`src/rtl/delay_tap_pkg.sv`:
```
// Shared types and helpers for the runtime-programmable delay line.
package delay_tap_pkg;

   typedef enum logic {FILL = 1'b0, RUN = 1'b1} state_t;

   // Out-of-range requests are pulled into [1, n_max].
   function automatic int clamp_delay(input int raw, input int n_max);
      if (raw <= 0)
         return 1;
      else if (raw > n_max)
         return n_max;
      else
         return raw;
   endfunction

endpackage

```
`src/rtl/delay_tap_ram.sv`:
```
// Sample storage: one synchronous write port, one asynchronous read port, no reset.
module delay_tap_ram #(
   parameter int N_MAX = 16,
   parameter int BITS  = 8,
   parameter int AW    = $clog2(N_MAX)
) (
   input  logic            i_clk,
   input  logic            i_we,
   input  logic [AW-1:0]   i_waddr,
   input  logic [BITS-1:0] i_wdata,
   input  logic [AW-1:0]   i_raddr,
   output logic [BITS-1:0] o_rdata
);

   logic [BITS-1:0] mem [N_MAX];

   always_ff @(posedge i_clk) begin
      if (i_we)
         mem[i_waddr] <= i_wdata;
   end

   assign o_rdata = mem[i_raddr];

endmodule

```
`src/rtl/delay_tap_reader.sv`:
```
// Circular-buffer delay line with a runtime-loadable delay and a valid flag.
// Optional macro DELAY_TAP_RANGE_ERR_EN adds a sticky o_range_err output.
module delay_tap_reader
   import delay_tap_pkg::*;
#(
   parameter int N_MAX = 16,
   parameter int BITS  = 8,
   parameter int DLY_W = $clog2(N_MAX+1)
) (
   input  logic             i_clk,
   input  logic             i_rst_n,
   input  logic             i_en,
   input  logic [BITS-1:0]  i_d,
   input  logic [DLY_W-1:0] i_delay,
   input  logic             i_delay_ld,
   output logic [BITS-1:0]  o_q,
   output logic             o_valid
`ifdef DELAY_TAP_RANGE_ERR_EN
   ,output logic            o_range_err
`endif
);

   localparam int AW = $clog2(N_MAX);
   localparam logic [AW:0] NM = (AW+1)'(N_MAX);

   state_t           state, state_nxt;
   logic [DLY_W-1:0] fill, fill_nxt;
   logic [DLY_W-1:0] dly, dly_ld;
   logic [AW-1:0]    wp, wp_nxt, rp;
   logic [AW:0]      rsum;
   logic [BITS-1:0]  q_reg, rd_data;

   assign dly_ld = DLY_W'(clamp_delay(int'(i_delay), N_MAX));

   // wp-(D-1) mod N_MAX, biased by N_MAX so the sum never underflows.
   always_comb begin
      rsum = (AW+1)'(wp) + NM + (AW+1)'(1) - (AW+1)'(dly);
      rp   = (rsum >= NM) ? AW'(rsum - NM) : AW'(rsum);
   end

   assign wp_nxt = (wp == AW'(N_MAX-1)) ? '0 : wp + AW'(1);

   delay_tap_ram #(.N_MAX(N_MAX), .BITS(BITS), .AW(AW)) u_ram (
      .i_clk   (i_clk),
      .i_we    (i_en),
      .i_waddr (wp),
      .i_wdata (i_d),
      .i_raddr (rp),
      .o_rdata (rd_data)
   );

   always_comb begin
      state_nxt = state;
      fill_nxt  = fill;
      if (i_delay_ld) begin
         fill_nxt  = i_en ? DLY_W'(1) : '0;
         state_nxt = (i_en && dly_ld == DLY_W'(1)) ? RUN : FILL;
      end else begin
         case (state)
            FILL: begin
               if (i_en) begin
                  fill_nxt = fill + DLY_W'(1);
                  if (fill + DLY_W'(1) == dly)
                     state_nxt = RUN;
               end
            end
            RUN:     state_nxt = RUN;
            default: state_nxt = FILL;
         endcase
      end
   end

   always_ff @(posedge i_clk or negedge i_rst_n) begin
      if (!i_rst_n) begin
         wp    <= '0;
         q_reg <= '0;
         fill  <= '0;
         dly   <= DLY_W'(N_MAX);
         state <= FILL;
      end else begin
         if (i_en) begin
            wp    <= wp_nxt;
            q_reg <= (dly == DLY_W'(1)) ? i_d : rd_data;
         end
         if (i_delay_ld)
            dly <= dly_ld;
         fill  <= fill_nxt;
         state <= state_nxt;
      end
   end

   assign o_valid = (state == RUN);
   assign o_q     = o_valid ? q_reg : '0;

`ifdef DELAY_TAP_RANGE_ERR_EN
   always_ff @(posedge i_clk or negedge i_rst_n) begin
      if (!i_rst_n)
         o_range_err <= 1'b0;
      else if (i_delay_ld && (int'(i_delay) != clamp_delay(int'(i_delay), N_MAX)))
         o_range_err <= 1'b1;
   end
`endif

endmodule

```
`config.mk`:
```
export PLATFORM = sky130hd
export DESIGN_NAME = delay_tap_reader
export DESIGN_NICKNAME = d
export VERILOG_FILES = /design/src/rtl/delay_tap_pkg.sv /design/src/rtl/delay_tap_ram.sv /design/src/rtl/delay_tap_reader.sv
export SDC_FILE = /design/constraint.sdc
export NUM_CORES = 1
export LEC_CHECK = 0
export CAP_MARGIN = 25
export CORE_MARGIN = 1
export CORE_UTILIZATION = 25
export DETAILED_ROUTE_END_ITERATION = 16
export MAX_ROUTING_LAYER = met4
export SETUP_SLACK_MARGIN = 0.2
export SYNTH_ARGS = -nofsm -noshare
export SYNTH_HDL_FRONTEND = slang
export SYNTH_SLANG_ARGS = --single-unit
```
`constraint.sdc`:
```
create_clock -name i_clk -period 4 [get_ports i_clk]
set_input_delay 0.8 -clock i_clk [delete_from_list [all_inputs] [get_ports i_clk]]
set_output_delay 0.8 -clock i_clk [all_outputs]
set_load 0.02 [all_outputs]
```
==> results.md, run 1 <==
* CTS Hold Bufs at 0
* CP Buf/Inv Count at 4
* CP max stage delay at 480 ps
* Met2 routed WL at 6638 um
* Top Ports at 26
* Max_slew headroom at 53.96%
* Routed wire length at 13,860 um
* DR iter-0 viols at 304
* RR Startpoint: wp[1]$_DFFE_PN0P_
* Place WS at approximately 850 ps
* Post-synthesis xor/xnor area fraction at 2.401%
* Mapped Cells at 361
* Worst hold start: fill[1]$_DFFE_PN0P_
* Max Cap Violations at 0
* Worst path cell trace: inv_1 -> ha_1 -> inv_1 -> ha_1 -> inv_1 -> fa_1 -> buf_4 -> mux4_2 -> mux2i_1 -> nor3_1 -> a2111o_1
* First-pass GRT wire length at 21,710 um
* Fin cells at 744
* Global route total overflow at 0
* Cell variety after synth at 39
* CP endpoint kind: flop
* Worst EP required at 4290 ps
* Top Metal Used: met4
* Nets at roughly 430
* Adder-Cell Fraction of Synth Area at 2.069%
* Number of global-route vias before repair at 3,603
* Clock Latency Late Sink at about 420 ps
* Min-delay worst type: flop to flop
* CP top delay family: adder cells
* Setup TNS at 0 ps
* Run status: completed
* TritonRoute pass-1 iters at 4
* DR WL/cell at 18.63 um
* Clock Sinks at 151
* Unrepaired setup endpoints after global routing: false
* Power Density at 732.3 nW/um2
* Die Ht at 162.1 um
* Peak Freq at around 320 MHz
* Min Hold Slack at 577.5 ps
* Post-CTS sizing at 0
* Worst path slowest cell: fa_1
* Slew of the pin with the lowest slew margin at 690.5 ps
* Final Hold Fails at 0
* Synth warn at 0
* Post-synthesis simple-gate area fraction at under 10%
* Die area at 26,280 um2
* CP Max Fanout at 32
* Syn avg cell area at 17.76 um2
* Starting Density at 25.45%
* CTS tree: built
* Setup violations, final at 0
* Crit path time final at 3090 ps
* Number of flip-flops in the largest register at 128
* Cts bufs inserted at 17
* P_leak at 0.002630 uW
* Max Buffers Root-to-Sink at 2
* Multiplexer share of the synthesized area at around 14%
* Main combinational cell family by area after synthesis: multiplexers
* Flop-to-flop setup slack at between 900 and 1000 ps
* Metal3 WL at 881 um
* Most used DFF post-synth: edfxtp_1
* Vias per inst at 4.487
* Routed Antenna Nets at 0
* Area Growth Syn to Fin at 19.64%
* Layout Utilization at 30.45%
* Diode count at 0
* Compound-Gate Fraction of Synth Area at 2.889%
* Placed cells at 711
* Worst r2r dst: q_reg[2]$_DFFE_PN0P_
* GP Congestion at 0.7866
* Most frequent CP cell: inv_1
* Root buf cell: clkbuf_16
* CTS clock-pin slew for the worst setup and hold paths at 60 ps
* Initial antenna violation count at 0
* Fraction of layout cells with a size suffix above 1 at a little under a fifth
* Metal-1 WL at 6230 um
* #FFs+latches synth at 151
* Post-synth ARST share at 15.23%
* Netlist area before placement at roughly 6400 um2
* Element type at the critical path start: flop
* Post-CTS Setup Inserts at 0
* Max Slew Vio Count at 0
* # DRC at 0
* Most frequent cells in the layout: edfxtp_1 (128), mux4_2 (30), clkdlybuf4s50_1 (25)
* VDD IR max at 0.3025 mV
* Input/output buffers at 25
* Critical Path AT at 3380 ps
* # fillers at 2,433
* Num rows at 58
* Critical path type: flop to flop
* Die X-Extent at 162.1 um
* Core area at 25,180 um2
* Period utilisation layout at between 70 and 80%
* Post-Syn Nets at 388
* DP Wirelength at 8853 um
* Sequential fraction of the synthesis area at 68.96%
* Vias at ~3,300
* Most common cell after layout, fill and taps aside: edfxtp_1
* Min-Delay Path Depth at 2
* Fin worst setup slack at 910.0 ps
* Gr usage total at about an eighth
* Endpoint, Worst Hold: fill[1]$_DFFE_PN0P_
* Pin count of the biggest net entering global routing at 33
* H-tree levels at 4
* Post-synth EDFFs at 128
* Setup skew after layout at 10.12 ps
* R2r worst-path depth at 11
[cells by family after synthesis]
family                     after synthesis
AOI/OAI and AO/OA                       22
xor gates and xnor gates                15
adders and majority gates               10
buffers and inverters                   28
DFF                                    151
muxes                                   50
and+or+nand+nor                         85
[worst max path at each step]
stage	slack, ps	cells after the start	startpoint	to
2_1_floorplan	1130	11	wp[1]$_DFFE_PN0P_	q_reg[2]$_DFFE_PN0P_
3_3_place_gp	920	11	wp[1]$_DFFE_PN0P_	q_reg[7]$_DFFE_PN0P_
3_5_place_dp	850	11	wp[1]$_DFFE_PN0P_	q_reg[7]$_DFFE_PN0P_
4_1_cts	850	11	wp[1]$_DFFE_PN0P_	q_reg[7]$_DFFE_PN0P_
5_1_grt	670	11	wp[1]$_DFFE_PN0P_	q_reg[7]$_DFFE_PN0P_
6_report	910	11	wp[1]$_DFFE_PN0P_	q_reg[2]$_DFFE_PN0P_
[cell usage after synthesis (9+ instances only)]
cell type  count  area [um2]
and2_1        19       118.9
dfrtp_1       22       550.5
edfxtp_1     128        3844
ha_1           9       112.6
inv_1         11       41.29
mux2i_1       17       170.2
mux4_2        30       675.7
nand2_1        9       33.78
nor2b_1        9       56.30
nor3_1        19       95.09
o21ai_0        9       45.04
[through the flow]
step	area (um2)	power, uW
floorplan	6410	3610
global placement	7054	4067
detailed placement	7082	4096
CTS	7657	5678
global route	7669	5905
finish	7669	5615
[cell type report]
class / instances / area, um2 / area share, %
clock buffer: 22 / 454.2 / 5.923
clock inverter: 10 / 121.4 / 1.583
inverter: 11 / 41.29 / 0.5384
multi-input combinational: 182 / 1847 / 24.08
sequential: 151 / 4420 / 57.64
tap: 330 / 412.9 / 5.384
timing repair buffer: 38 / 371.6 / 4.846
[routing by layer]
| metal | GRT usage [%] | vias to the layer above |
|---|---|---|
| li1 | - | 1490 |
| met1 | 15.90 | 1759 |
| met2 | 17.21 | 81 |
| met3 | 3.243 | 8 |
| met4 | 2.959 | 0 |
| met5 | - | - |
[worst reg2reg max path, delay by kind of cell, from the launching register on]
family	cells	cell delay [ps]
and+or+nand+nor	1	70
muxes	2	560
adders and majority gates	3	900
DFF	1	410
AOI/OAI and AO/OA	1	400
buffers and inverters	4	640
[report_power, final]
part           leakage (uW)  switching [uW]  internal [uW]
Sequential          0.00145             111           1910
Clock              0.000269             628            940
Combinational      0.000915            1040            985
Total               0.00263            1780           3830
Power figures use the tool's default switching activity.
==> run 2, diff against run 1 <==
Clock period 4 ns to 3.1 ns, I/O delays scaled along.
==> run 2 against run 1 <==
Net effect: routed wire length grew 4.2%; worst hold slack worse by 2.3 ps; first-iteration DRC count decreased by 5.6%; clock power is 32% higher; clock skew is 4.2 ps lower; cell count is 1.1% higher; global-route usage up 0.48 points; sequential cell count is the same; worst setup slack worse by 620 ps; highest routed layer unchanged.
==> results.md, run 2 (same netlist as run 1, synthesis figures left out) <==
* Routed wire length at 14,440 um (+4.2%)
* Min-delay worst type: primary input to asynchronous set/reset pin
* DP Wirelength at 8966 um (+1.3%)
* CTS tree: built
* Critical Path AT at 3110 ps (-270 ps)
* Logic pwr share at 40.8% (+4.7 points)
* Setup TNS at 0 ps (unchanged)
* Power Density at 1005 nW/um2 (+37%)
* Cts bufs inserted at 17 (unchanged)
* Cell area after layout at 7851 um2 (+2.4%)
* DR iter-0 viols at 287 (-5.6%)
* H-tree levels at 4 (unchanged)
* Seq pwr share at 33.0% (-2.9 points)
* VDD IR max at 0.4775 mV (+58%)
* Max_slew headroom at 53.90% (-0.066 points)
* Pin count of the biggest net entering global routing at 25 (-24%)
* DR WL/cell at 19.20 um (+3.0%)
* Area of the multi-input gates at 1881 um2 (+1.8%)
* Met1 GRT Util at 15.83% (-0.074 points)
* CP endpoint kind: flop
* # DRC at 0 (unchanged)
* R2r worst-path depth at 12 (+1)
* Period utilisation layout at 90.56% (+13 points)
* Layout Utilization at 31.18% (+0.73 points)
* Max Slew Vio Count at 0 (unchanged)
* Unrepaired setup endpoints after global routing: false
* Max Cap Violations at 0 (unchanged)
* Input/output buffers at 25 (unchanged)
* Die Ht at 162.1 um (unchanged)
* Slew of the pin with the lowest slew margin at 689.4 ps (-1.168 ps)
* Vias at 3,453 (+3.4%)
* Starting Density at 25.45% (unchanged)
* Most frequent cells in the layout: edfxtp_1 (128), mux4_2 (30), clkdlybuf4s50_1 (25)
* Sequential cell area at 4423 um2 (about the same)
* Initial antenna violation count at 0 (unchanged)
* Nets at 436 (+1.9%)
* First-pass GRT wire length at 22,370 um (+3.0%)
* Number of flip-flops in the largest register at 128 (unchanged)
* Element type at the critical path start: flop
* CP Max Fanout at 8 (-75%)
* GR Util met3 at 2.937% (-0.31 points)
* CTS Hold Bufs at 0 (unchanged)
* RR Startpoint: wp[1]$_DFFE_PN0P_
* Cell Area, Placed at 7079 um2 (about the same)
* Worst r2r dst: q_reg[4]$_DFFE_PN0P_
* Clock Sinks at 151 (unchanged)
* Critical path type: flop to flop
* Met2 Use GR at 18.34% (+1.1 points)
* Gr busiest metal: met2
* Routed Antenna Nets at 0 (unchanged)
* Setup skew after layout at 5.877 ps (-4.242 ps)
* Worst EP required at 3400 ps (-890 ps)
* GP Congestion at 0.7911 (+0.57%)
* Number of global-route vias before repair at 3,672 (+1.9%)
* Final Hold Fails at 0 (unchanged)
* Vias per inst at 4.592 (+2.3%)
* TritonRoute pass-1 iters at 5 (+1)
* Num rows at 58 (unchanged)
* Area Growth Syn to Fin at 22.49%
* Switching power at 2564 uW (+44%)
* Gr usage total at 12.19% (+0.48 points)
* CTS clock-pin slew for the worst setup and hold paths at 60 ps (about the same)
* Root buf cell: clkbuf_16
* Switching Share at 32.49% (+0.74 points)
* Most common cell after layout, fill and taps aside: edfxtp_1
* Peak Freq at 356.2 MHz (+10%)
* Diode count at 0 (unchanged)
* Clock Latency Late Sink at 420 ps (about the same)
* Cell Int Power at 5328 uW (+39%)
* Crit path time final at 2807 ps (-282.8 ps)
* P_leak at 0.002700 uW (+2.7%)
* Top Ports at 26 (unchanged)
* Power share of the clock group at 26.2% (-1.7 points)
* Flop-to-flop setup slack at 290 ps (-620 ps)
* Global route total overflow at 0 (unchanged)
* Fraction of layout cells with a size suffix above 1 at 23.22% (+4.9 points)
* Max Buffers Root-to-Sink at 2 (unchanged)
* Run status: completed
* # fillers at 2,442 (+0.37%)
* Die X-Extent at 162.1 um (unchanged)
* Core area at 25,180 um2 (unchanged)
* Setup violations, final at 0 (unchanged)
* Die area at 26,280 um2 (unchanged)
-- run 2: worst max-delay path, cell delays in order, from the launching register on --
cell	delay (ps)
dfrtp_1	390
inv_2	90
ha_4	200
inv_2	60
ha_4	120
inv_2	30
fa_2	610
buf_6	150
buf_16	140
mux4_2	280
mux2i_1	150
nor3_1	60
a2111o_1	400
-- run 2: metrics by stage --
| stage | hold slack, ps | power, uW | setup WS, ps | cells |
|---|---|---|---|---|
| global route | 578.9 | 8269 | 205.1 | 752 |
| CTS | 569.7 | 7857 | 189.2 | 749 |
| finish | 575.2 | 7891 | 292.8 | 752 |
| floorplan | 324.4 | 4658 | 234.6 | 361 |
| detailed placement | 555.6 | 5393 | 149.1 | 710 |
| global placement | 543.0 | 5307 | 217.7 | 710 |
-- run 2: power by group through the flow --
| stage | Sequential, uW | Clock [uW] | Combinational (uW) |
|---|---|---|---|
| after detailed placement | 2650 | 0 | 2750 |
| after global routing | 2630 | 2190 | 3450 |
| final | 2600 | 2070 | 3220 |
| after global placement | 2630 | 0 | 2670 |
| after floorplan | 2570 | 0 | 2090 |
| after CTS | 2600 | 2100 | 3150 |
-- run 2: repair_timing --
| action | in CTS | in global routing |
|---|---|---|
| setup buffers | 5 | 1 |
| setup endpoints to repair | 7 | 6 |
| pin swaps | 5 | 3 |
| gates resized for setup | 13 | 2 |
| gates cloned | 2 | 1 |
-- run 2: how the worst max path moves through the flow --
stage	startpoint	slack [ps]	cells past startpoint	endpoint
finish	wp[1]$_DFFE_PN0P_	290	12	q_reg[4]$_DFFE_PN0P_
global route	wp[1]$_DFFE_PN0P_	210	12	q_reg[5]$_DFFE_PN0P_
detailed placement	wp[1]$_DFFE_PN0P_	150	11	q_reg[2]$_DFFE_PN0P_
floorplan	wp[1]$_DFFE_PN0P_	230	11	q_reg[2]$_DFFE_PN0P_
global placement	wp[1]$_DFFE_PN0P_	220	11	q_reg[7]$_DFFE_PN0P_
CTS	wp[1]$_DFFE_PN0P_	190	12	q_reg[7]$_DFFE_PN0P_
-- run 2: final cells by class --
class	instances	share of cell area (%)
Sequential cell	151	56.33
Multi-Input combinational cell	182	23.95
Timing Repair Buffer	46	6.390
Clock buffer	17	5.418
Tap cell	330	5.259
Clock inverter	15	2.120
Inverter	11	0.5259
-- run 2: layer usage --
| metal | up-vias | part of all wire, % |
|---|---|---|
| met5 | - | 0 |
| met4 | 0 | 1.4 |
| met3 | 17 | 4.9 |
| met2 | 88 | 47 |
| met1 | 1835 | 46 |
| li1 | 1513 | - |
